--- src/rtl/pong_game_ctrl.sv ---
// Pong match controller: serve timing, wall and paddle bounces,
// miss scoring and match-over handling. All outputs are registered.
module pong_game_ctrl #(
  parameter int WALL_TOP     = 0,
  parameter int WALL_BOT     = 479,
  parameter int PAD_LX       = 8,
  parameter int PAD_RX       = 631,
  parameter int PAD_H        = 48,
  parameter int MISS_L       = 2,
  parameter int MISS_R       = 637,
  parameter int WIN_SCORE    = 9,
  parameter int SERVE_FRAMES = 60,
  parameter int POINT_FRAMES = 30
) (
  input  logic       clk,
  input  logic       reset,
  input  logic       frame_tick,
  input  logic       serve_btn,
  input  logic [9:0] ball_x,
  input  logic [9:0] ball_y,
  input  logic [9:0] paddle_l_y,
  input  logic [9:0] paddle_r_y,
  output logic       ball_reset,
  output logic       ball_run,
  output logic       serve_dir,
  output logic       bounce_x,
  output logic       bounce_y,
  output logic [3:0] score_l,
  output logic [3:0] score_r,
  output logic       game_over,
  output logic [2:0] state
);

  typedef enum logic [2:0] {
    IDLE  = 3'd0,
    SERVE = 3'd1,
    PLAY  = 3'd2,
    POINT = 3'd3,
    OVER  = 3'd4
  } st_t;

  localparam logic [9:0]  TOP_Y   = 10'(WALL_TOP);
  localparam logic [9:0]  BOT_Y   = 10'(WALL_BOT);
  localparam logic [9:0]  LX      = 10'(PAD_LX);
  localparam logic [9:0]  RX      = 10'(PAD_RX);
  localparam logic [9:0]  ML      = 10'(MISS_L);
  localparam logic [9:0]  MR      = 10'(MISS_R);
  localparam logic [10:0] PH_M1   = 11'(PAD_H - 1);
  localparam logic [3:0]  WIN     = 4'(WIN_SCORE);
  localparam logic [5:0]  SRV_END = 6'(SERVE_FRAMES - 1);
  localparam logic [5:0]  PNT_END = 6'(POINT_FRAMES - 1);

  st_t        st_q, st_d;
  logic       btn_q, armed_q, press;
  logic [5:0] cnt_q, cnt_d;
  logic       miss_l, miss_r, wall, hit_l, hit_r, win;
  logic [10:0] y11, pl11, pr11;

  logic       ball_reset_d, ball_run_d, serve_dir_d;
  logic       bounce_x_d, bounce_y_d, game_over_d;
  logic [3:0] score_l_d, score_r_d;

  // A button held through reset stays disarmed until it is seen low.
  assign press = serve_btn & ~btn_q & armed_q;

  assign y11  = {1'b0, ball_y};
  assign pl11 = {1'b0, paddle_l_y};
  assign pr11 = {1'b0, paddle_r_y};

  assign miss_l = ball_x <= ML;
  assign miss_r = ball_x >= MR;
  assign wall   = (ball_y <= TOP_Y) || (ball_y >= BOT_Y);
  assign hit_l  = (ball_x <= LX) && (ball_x > ML) &&
                  (y11 >= pl11) && (y11 <= pl11 + PH_M1);
  assign hit_r  = (ball_x >= RX) && (ball_x < MR) &&
                  (y11 >= pr11) && (y11 <= pr11 + PH_M1);
  assign win    = (score_l == WIN) || (score_r == WIN);

  assign state = st_q;

  // State register plus serve button edge detector
  always_ff @(posedge clk) begin
    if (reset) begin
      st_q    <= IDLE;
      btn_q   <= 1'b0;
      armed_q <= 1'b0;
    end else begin
      st_q    <= st_d;
      btn_q   <= serve_btn;
      armed_q <= armed_q | ~serve_btn;
    end
  end

  // Next-state selection
  always_comb begin
    st_d = st_q;
    unique case (st_q)
      IDLE:  if (press) st_d = SERVE;
      SERVE: if (frame_tick && cnt_q == SRV_END) st_d = PLAY;
      PLAY:  if (frame_tick && (miss_l || miss_r)) st_d = POINT;
      POINT: if (frame_tick && cnt_q == PNT_END)
               st_d = win ? OVER : SERVE;
      OVER:  if (press) st_d = SERVE;
      default: st_d = IDLE;
    endcase
  end

  // Next values of the registered outputs and frame counter
  always_comb begin
    ball_reset_d = (st_d == SERVE) && (st_q != SERVE);
    ball_run_d   = st_d == PLAY;
    game_over_d  = st_d == OVER;
    bounce_x_d   = 1'b0;
    bounce_y_d   = 1'b0;
    score_l_d    = score_l;
    score_r_d    = score_r;
    serve_dir_d  = serve_dir;
    cnt_d        = cnt_q;
    if (st_q == PLAY && frame_tick) begin
      if (miss_l) begin
        if (score_r < WIN) score_r_d = score_r + 4'd1;
        serve_dir_d = 1'b1;
      end else if (miss_r) begin
        if (score_l < WIN) score_l_d = score_l + 4'd1;
        serve_dir_d = 1'b0;
      end else begin
        bounce_x_d = hit_l | hit_r;
        bounce_y_d = wall;
      end
    end
    if (st_q == OVER && press) begin
      score_l_d   = 4'd0;
      score_r_d   = 4'd0;
      serve_dir_d = 1'b0;
    end
    if (st_d != st_q)
      cnt_d = 6'd0;
    else if (frame_tick && (st_q == SERVE || st_q == POINT))
      cnt_d = cnt_q + 6'd1;
  end

  // Output and counter registers
  always_ff @(posedge clk) begin
    if (reset) begin
      ball_reset <= 1'b0;
      ball_run   <= 1'b0;
      serve_dir  <= 1'b0;
      bounce_x   <= 1'b0;
      bounce_y   <= 1'b0;
      score_l    <= 4'd0;
      score_r    <= 4'd0;
      game_over  <= 1'b0;
      cnt_q      <= 6'd0;
    end else begin
      ball_reset <= ball_reset_d;
      ball_run   <= ball_run_d;
      serve_dir  <= serve_dir_d;
      bounce_x   <= bounce_x_d;
      bounce_y   <= bounce_y_d;
      score_l    <= score_l_d;
      score_r    <= score_r_d;
      game_over  <= game_over_d;
      cnt_q      <= cnt_d;
    end
  end

endmodule
--- config.mk ---
export PLATFORM = sky130hd
export DESIGN_NAME = pong_game_ctrl
export DESIGN_NICKNAME = d
export VERILOG_FILES = /design/src/rtl/pong_game_ctrl.sv
export SDC_FILE = /design/constraint.sdc
export NUM_CORES = 1
export LEC_CHECK = 0
export CAP_MARGIN = 20
export CORE_ASPECT_RATIO = 0.9
export CORE_MARGIN = 5
export CORE_UTILIZATION = 55
export CTS_CLUSTER_DIAMETER = 50
export DETAILED_ROUTE_END_ITERATION = 10
export PLACE_DENSITY_LB_ADDON = 0.1
export SETUP_SLACK_MARGIN = 0.1
export SYNTH_ARGS = -nofsm -noshare
export SYNTH_HDL_FRONTEND = slang
export SYNTH_SLANG_ARGS = --single-unit
--- constraint.sdc ---
create_clock -name clk -period 6.2 [get_ports clk]
set_input_delay 0.62 -clock clk [delete_from_list [all_inputs] [get_ports clk]]
set_output_delay 0.62 -clock clk [all_outputs]
set_load 0.005 [all_outputs]
# --- Word level (Yosys, flattened, before mapping) ---
# Index checks and enable logic that the tools add are counted.
totals:
  regBits: 25
  inputBits: 44
  output_inout_bits: 17
  wordCells: 86
op_classes:
  n_addsub: 5
  order_cmp: 14
  n_eq_ne: 13
  muxes: 8
  bitwise: 8
  reduce_logical: 26
ops:
  columns: ["op", "count"]
  rows:
  - ["$add A10 B6 Y11 const B", 2]
  - ["$le A10 B11 Y1", 2]
  - ["$ge A10 B10 Y1", 2]
  - ["$ge A10 B10 Y1 const B", 2]
  - ["$mux W3", 5]
  - ["$logic_and A1 B1 Y1", 13]
  - ["$pmux W3 S4", 1]
  - ["$ge A10 B9 Y1 const B", 1]
  - ["$gt A10 B2 Y1 const B", 1]
  - ["$le A10 B1 Y1 const B", 1]
  - ["$le A10 B2 Y1 const B", 1]
  - ["$le A10 B4 Y1 const B", 1]
  - ["$lt A10 B10 Y1 const B", 1]
  - ["$eq A3 B2 Y1 const B", 3]
  - ["$add A4 B1 Y4 const B", 2]
  - ["$eq A4 B4 Y1 const B", 2]
  - ["$lt A4 B4 Y1 const B", 2]
  - ["$add A6 B1 Y6 const B", 1]
  - ["$eq A3 B1 Y1 const B", 2]
  - ["$eq A3 B3 Y1 const B", 2]
  - ["$eq A6 B5 Y1 const B", 1]
  - ["$eq A6 B6 Y1 const B", 1]
  - ["$reduce_or A2 Y1", 3]
  - ["$logic_or A1 B1 Y1", 4]
  - ["other kinds (12)", 18]

# --- Longest topological paths before layout ---
# Gate-level depths: netlist of the first run.
depth:
  ltp_word: 7
  depth_mapped: 12
  depth_no_buf: 12

# --- Least setup slack after synthesis of the first run ---
# OpenSTA, ideal clock, no wires.
synth_timing:
  kind: "input to register"
  startpoint: "input port paddle_l_y[0]"
  endpoint: "register bounce_x"
  setup_ns: 0.070
  arrival_ns: 2.722
  required_ns: 6.130
  path_slack_ns: 3.408
  stages: 12
  n_path_buf: 0
  cell_sequence: "inv_1 -> ha_1 -> or3b_1 -> a21oi_1 -> nor2_1 -> xnor2_1 -> ha_1 -> nand4_1 -> or3_1 -> o21ai_0 -> o311ai_0 -> a21oi_1"
synth_between:
  elab_chain_cells: 4
  elab_cells_between_ends: 6
  classes_between: "add/sub (1); order compare (2); bitwise (1); reduce/logical (2)"
synth_lines:
  columns: ["item", "line_no", "source"]
  rows:
  - ["from (decl)", "21", "input logic [9:0] paddle_l_y,"]
  - ["$add A10 B6 Y11 / $ge A10 B10 Y1 (equally long branches)", "74", "(y11 >= pl11) && (y11 <= pl11 + PH_M1);"]
  - ["$le A10 B11 Y1 / $logic_and A1 B1 Y1 (equally long branches)", "74, 73", null]
  - ["$logic_and A1 B1 Y1 (*)", "74", null]
  - ["$or A1 B1 Y1 (*)", "127", "bounce_x_d = hit_l | hit_r;"]
  - ["to (signal assigned)", "158", "bounce_x <= bounce_x_d;"]
  - ["to (decl)", "26", "output logic bounce_x,"]
# Mark *: on every way between the ends. The rest lies on a longest branch, timed or not.
# A chain may end at the register's enable or synchronous reset.

# --- Worst setup path in the final report of the first run ---
# Ends and elaborated chain as after synthesis.

==> results of run 1 <==
-- registers in the layout (all words and copies together) (netlist names) --
| name | count |
|---|---|
| cnt_q | 6 |
| state | 3 |
| bounce_x | 1 |
| bounce_y | 1 |
| armed_q | 1 |
| btn_q | 1 |
| score_l | 4 |
| serve_dir | 1 |
| ball_run | 1 |
| ball_reset | 1 |
| game_over | 1 |
| score_r | 4 |
-- per-stage QoR --
step | worst slack, ns | cells | hold slack [ns] | cell area (um^2) | total power [mW]
floorplan | 3.41 | 314 | 0.430 | 2560 | 0.252
global placement | 2.80 | 433 | 0.436 | 3220 | 0.308
detailed placement | 2.62 | 433 | 0.440 | 3220 | 0.312
CTS | 2.91 | 437 | 0.454 | 3270 | 0.410
global route | 2.71 | 437 | 0.473 | 3270 | 0.434
finish | 2.88 | 437 | 0.453 | 3270 | 0.408
-- worst max-delay path, cell delays in order --
cell and delay [ns]:
clkdlybuf4s50_1 0.45, inv_1 0.10, ha_1 0.18, or3b_1 0.40, a21oi_1 0.28, nor2_1 0.10, xnor2_1 0.14, ha_1 0.29
nand4_1 0.12, a211oi_1 0.06, a2111oi_0 0.41, o311ai_0 0.19, a21oi_1 0.18
-- layout make-up --
| cell class | count | area (um^2) |
|---|---|---|
| multi-input combinational | 252 | 1910 |
| fill | 390 | 1220 |
| inverter | 34 | 128 |
| tap | 62 | 77.6 |
| timing repair buffer | 60 | 601 |
| sequential | 25 | 500 |
| clock buffer | 4 | 45.0 |
-- cell families after synthesis --
logic type      Yosys count  synth area share
simple gates            104             0.219
flops                    25             0.196
fa+ha+maj                50             0.244
buf+inv                  37            0.0562
compound gates           72             0.195
xor+xnor                 24            0.0822
mux                       2           0.00782
-- cells in the final DEF (no fill, tap or decap), types with 3 or more instances in the layout --
cell type        netlist  routed
a2111oi_0              3       3
a211o_1                3       3
a211oi_1               5       5
a21o_1                 4       4
a21oi_1               14      14
a22oi_1                3       3
clkbuf_8               0       3
clkdlybuf4s50_1        0      60
dfxtp_1               25      25
ha_1                  50      50
inv_1                 32      32
nand2_1               20      20
nand3_1                5       5
nand3b_1               5       5
nand4_1               14      14
nor2_1                30      30
nor3_1                 8       8
nor4_1                 5       5
o2111ai_1              3       3
o21a_1                 5       5
o21ai_0               16      16
or3_1                  3       3
xnor2_1               19      19
xor2_1                 5       5
-- power groups by stage --
stage | sequential [mW] | combinational [mW] | clock [mW]
global route | 0.165 | 0.164 | 0.106
finish | 0.165 | 0.145 | 0.0982
detailed placement | 0.168 | 0.144 | 0
CTS | 0.165 | 0.144 | 0.101
floorplan | 0.167 | 0.0844 | 0
global placement | 0.168 | 0.139 | 0
-- metal layers --
metal	share of wire	wire length, um
met5	0	0
met4	0.0030	19
met3	0.048	303
met2	0.45	2810
met1	0.50	3170
-- worst min path at each step --
| stage | slack (ns) | startpoint | end |
|---|---|---|---|
| 3_3_place_gp | 0.44 | armed_q | armed_q |
| 2_1_floorplan | 0.43 | armed_q | armed_q |
| 3_5_place_dp | 0.44 | armed_q | armed_q |
| 5_1_grt | 0.47 | armed_q | armed_q |
| 6_report | 0.45 | armed_q | armed_q |
| 4_1_cts | 0.45 | armed_q | armed_q |
-- Yosys cell counts, types with 4 or more instances --
| cell | n |
|---|---|
| ha_1 | 50 |
| inv_1 | 32 |
| nor2_1 | 30 |
| dfxtp_1 | 25 |
| nand2_1 | 20 |
| xnor2_1 | 19 |
| o21ai_0 | 16 |
| a21oi_1 | 14 |
| nand4_1 | 14 |
| nor3_1 | 8 |
| a211oi_1 | 5 |
| nand3_1 | 5 |
| nand3b_1 | 5 |
| nor4_1 | 5 |
| o21a_1 | 5 |
| xor2_1 | 5 |
| a21o_1 | 4 |
==> impl_metrics.yaml, run 1 <==
run_status:
  outcome: "finished clean"
setup_path:
  path_class: "in -> reg"
  cp-endpoint: "bounce_x"
  endpoint_kind: "flip-flop"
  cp_data_arrival_time_ns: 3.52
  r2r_start: "state[1]"
  startpoint: "paddle_l_y[0]"
  r2r_slack_ns: 4.31
  crit_required_ns: 6.41
  cp_max_fo: 3
  reg2reg_depth: 5
  worstSetupStartpointType: "input port"
  r2r_end: "cnt_q[3]"
sta:
  min_period_ns: 3.32
  rsz0062_at_grt: "no"
  finalMaxSlewViolations: 0
  setup_viol: 0
  period_share: 0.535
  fmax_mhz: 301
  clock_skew_ns: 0.00501
  tightest_slew_ns: 0.697
  finalHoldViolations: 0
  finalSetupTns_ns: 0
  maxSlewHeadroom: 0.532
yosys:
  synth_area_mm2: 0.00256
  synth_edf_count: 0
  yosys_warnings: 0
  synth.distinct_cells: 51
  netlist.top_cell.by_area: "ha_1"
  synth_top_area_frac: 0.244
  synth_area_leaders: "ha_1, dfxtp_1, xnor2_1, inv_1, nor2_1"
  synth_nets: 408
  synth_cells: 314
  syn_area_per_cell_um2: 8.15
  async_flop_share: 0
  yosysSeqAreaShare: 0.196
  synth_ff_type: "dfxtp_1"
  synth-seq-cells: 25
layout:
  n_antenna_cell: 0
  final_util: 0.727
  areaGrowthSynthToFinish_pct: 27.6
  drive_gt1_frac: 0.0347
  nets: 470
detailed_routing:
  post_drt_via_cell_ratio: 5.69
  route.detailed.drc: 0
  drt_iter0_markers: 127
  finalWirelength_um: 6300
  vias: 2485
  drtAntennaViolNets: 0
  dr.pass1.iters: 4
  wl_per_cell_um: 14.4
pwr:
  vdd_drop_max_mv: 0.0840
  leakage_nw: 1.38
  comb_power_share: 0.356
  clockPowerShare: 0.241
  p_seq_frac: 0.404
  switching_share: 0.308
  power_density_mw_per_mm2: 125
  p_int_mw: 0.282
  power.switching_mw: 0.126
cts:
  cts_resized: 0
  post-cts-setup-buffers: 0
  cts-htree-levels: 1
  insertion_delay_ns: 0.27
  cts_tree: "built"
  cts_sinks: 25
  clk_pin_slew_worst_paths_ns: 0.09
  clockBufferDepth: 2
  cts-root-buf: "clkbuf_8"
  cts_hold_buffers: 0
  cts_buffers: 3
global_route:
  use_met3: 0.0347
  grt_max_degree: 14
  first_global_vias: 2374
  antenna_found_initial: 0
  grt_usage: 0.213
  use_met1: 0.297
  grt_pass1_wl_um: 10400
  overflow: 0
  met2_usage: 0.356
  gr-max-usage-layer: "met2"
worst_hold_path:
  hold_path.class: "reg -> reg"
  min_path_cells: 2
die:
  ios: 61
  rows: 23
  die_area_mm2: 0.00612
  core_area_mm2: 0.00449
  dieHeight_um: 74.7
  die_width_um: 81.9
  initial_utilization: 0.570
placed_design:
  io_buffers: 60
  gp_congestion: 0.881
  hpwl_um: 5250
job:
  drv_cap: 0
No activity file was read; power rests on OpenSTA's default activity.
==> inputs of run 2 (changes only) <==
CORE_UTILIZATION = 51   (was 55)
clock period = 3.22 ns   (was 6.2 ns; I/O delays follow)
==> run 2 against run 1 <==
Against the previous run:
- critical path depth unchanged
- total power increased by 94%
- first-iteration DRC count decreased by 24%
- final area increased by 0.46%
- critical path type unchanged
- largest cell class unchanged
==> impl_metrics.yaml, run 2 (synthesis gave the netlist of run 1 again) <==
run_status:
  outcome: "finished clean"
layout:
  drive_gt1_frac: 0.0399
  largest_register: "cnt_q"
  areaGrowthSynthToFinish_pct: 28.2
  n_antenna_cell: 0
  fin_area_mm2: 0.00328
  mostFrequentLayoutCells: "clkdlybuf4s50_1, ha_1, inv_1"
  fillers: 447
  final_util: 0.674
  layout_commonest_cell: "clkdlybuf4s50_1"
  multi_input_area_mm2: 0.00191
  seqCellArea_um2: 500
  nets: 471
  reg_top3: "cnt_q (6), score_l (4), score_r (4)"
  largest_reg_flops: 6
  final_cells: 441
placed_design:
  dp_slack_ns: 0.0593
  dp.cells: 437
  dpl-instance-area_mm2: 0.00323
  hpwl_um: 5390
  gp_congestion: 0.898
  io_buffers: 60
cts:
  cts-htree-levels: 1
  clockBufferDepth: 2
  cts_sinks: 25
  cts_hold_buffers: 0
  cts_tree: "built"
  cts-root-buf: "clkbuf_8"
  clk_pin_slew_worst_paths_ns: 0.09
  insertion_delay_ns: 0.27
  cts_buffers: 3
  post-cts-setup-buffers: 0
pwr:
  power_density_mw_per_mm2: 242
  switching_share: 0.314
  p_seq_frac: 0.400
  p_int_mw: 0.544
  leakage_nw: 1.38
  clockPowerShare: 0.243
  vdd_drop_max_mv: 0.204
  comb_power_share: 0.357
  power.switching_mw: 0.249
global_route:
  grt_pass1_wl_um: 11200
  antenna_found_initial: 0
  grt_max_degree: 16
  first_global_vias: 2505
  grt_usage: 0.202
  overflow: 0
detailed_routing:
  drtAntennaViolNets: 0
  post_drt_via_cell_ratio: 5.64
  wl_per_cell_um: 14.7
  vias: 2486
  finalWirelength_um: 6470
  drt_iter0_markers: 97
  route.detailed.drc: 0
  dr.pass1.iters: 4
setup_path:
  worstSetupStartpointType: "input port"
  worst-path-buf-inv: 2
  cp_top_family: "compound AO/OA/AOI/OAI gates"
  crit_slowest_cell: "clkdlybuf4s50_1"
  path_cells: "clkdlybuf4s50_1 -> inv_1 -> ha_1 -> or3b_1 -> a21oi_1 -> nor2_1 -> xnor2_1 -> ha_1 -> nand4_1 -> a211oi_1 -> a2111oi_0 -> o311ai_1 -> a21oi_1"
  endpoint_kind: "flip-flop"
  crit_required_ns: 3.43
  max_stage_delay_ns: 0.45
  cp_data_arrival_time_ns: 3.06
  cp_max_fo: 3
  path_class: "in -> reg"
sta:
  maxSlewHeadroom: 0.534
  finalHoldViolations: 0
  finalMaxSlewViolations: 0
  worst_slack_ns: 0.376
  finalSetupTns_ns: 0
  tightest_slew_ns: 0.694
  fmax_mhz: 352
  rsz0062_at_grt: "no"
  clock_skew_ns: 0.00795
  period_share: 0.883
  min_period_ns: 2.84
  setup_viol: 0
die:
  initial_utilization: 0.526
  rows: 24
  die_area_mm2: 0.00654
  core_area_mm2: 0.00486
  dieHeight_um: 77.2
  ios: 61
  die_width_um: 84.7
job:
  drv_cap: 0
worst_hold_path:
  hold_path.class: "reg -> reg"
run 2: layout make-up:
type	count	area share
clock buffers	3	0.0126
inverters	34	0.0389
repair buffers	61	0.185
flip-flops and latches	25	0.153
well taps	65	0.0248
clock inverters	1	0.00229
multi-input cells	252	0.584
run 2: worst paths after layout:
path	startpoint	to	slack [ns]	cells after the start
max	paddle_l_y[0]	bounce_x	0.38	13
min	armed_q	armed_q	0.45	2
max reg2reg	state[1]	cnt_q[0]	1.26	5
min reg2reg	armed_q	armed_q	0.45	2
run 2: repair_timing:
item / 4_1_cts / 5_1_grt
hold endpoints to repair: 0 / 0
endpoints found under the setup margin: 0 / 1
gates resized for setup: 0 / 1
run 2: routing by layer:
layer  wire (um)  GRT usage  vias to the layer above
li1            -          -                     1273
met1        3130      0.279                     1148
met2        2950      0.327                       63
met3         384     0.0439                        2
met4          12     0.0301                        0
met5           0          0                        -
run 2: tightest hold or removal path: cells and delay by family, from the launching register on:
family	cells	cell delay, ns
buffers and inverters	1	0.04
flip-flops	1	0.32
AO/OA/AOI/OAI	1	0.05
run 2: through the flow:
stage | total power [mW] | hold WS (ns)
2_1_floorplan | 0.485 | 0.414
5_1_grt | 0.853 | 0.473
4_1_cts | 0.798 | 0.456
3_5_place_dp | 0.605 | 0.441
3_3_place_gp | 0.597 | 0.436
6_report | 0.793 | 0.455
run 2: power groups by stage:
stage                     clock [mW]  sequential (mW)  combinational (mW)
after floorplan                    0            0.322               0.163
after global placement             0            0.324               0.273
after detailed placement           0            0.324               0.280
after CTS                      0.199            0.317               0.282
after global routing           0.215            0.318               0.321
final                          0.193            0.317               0.283
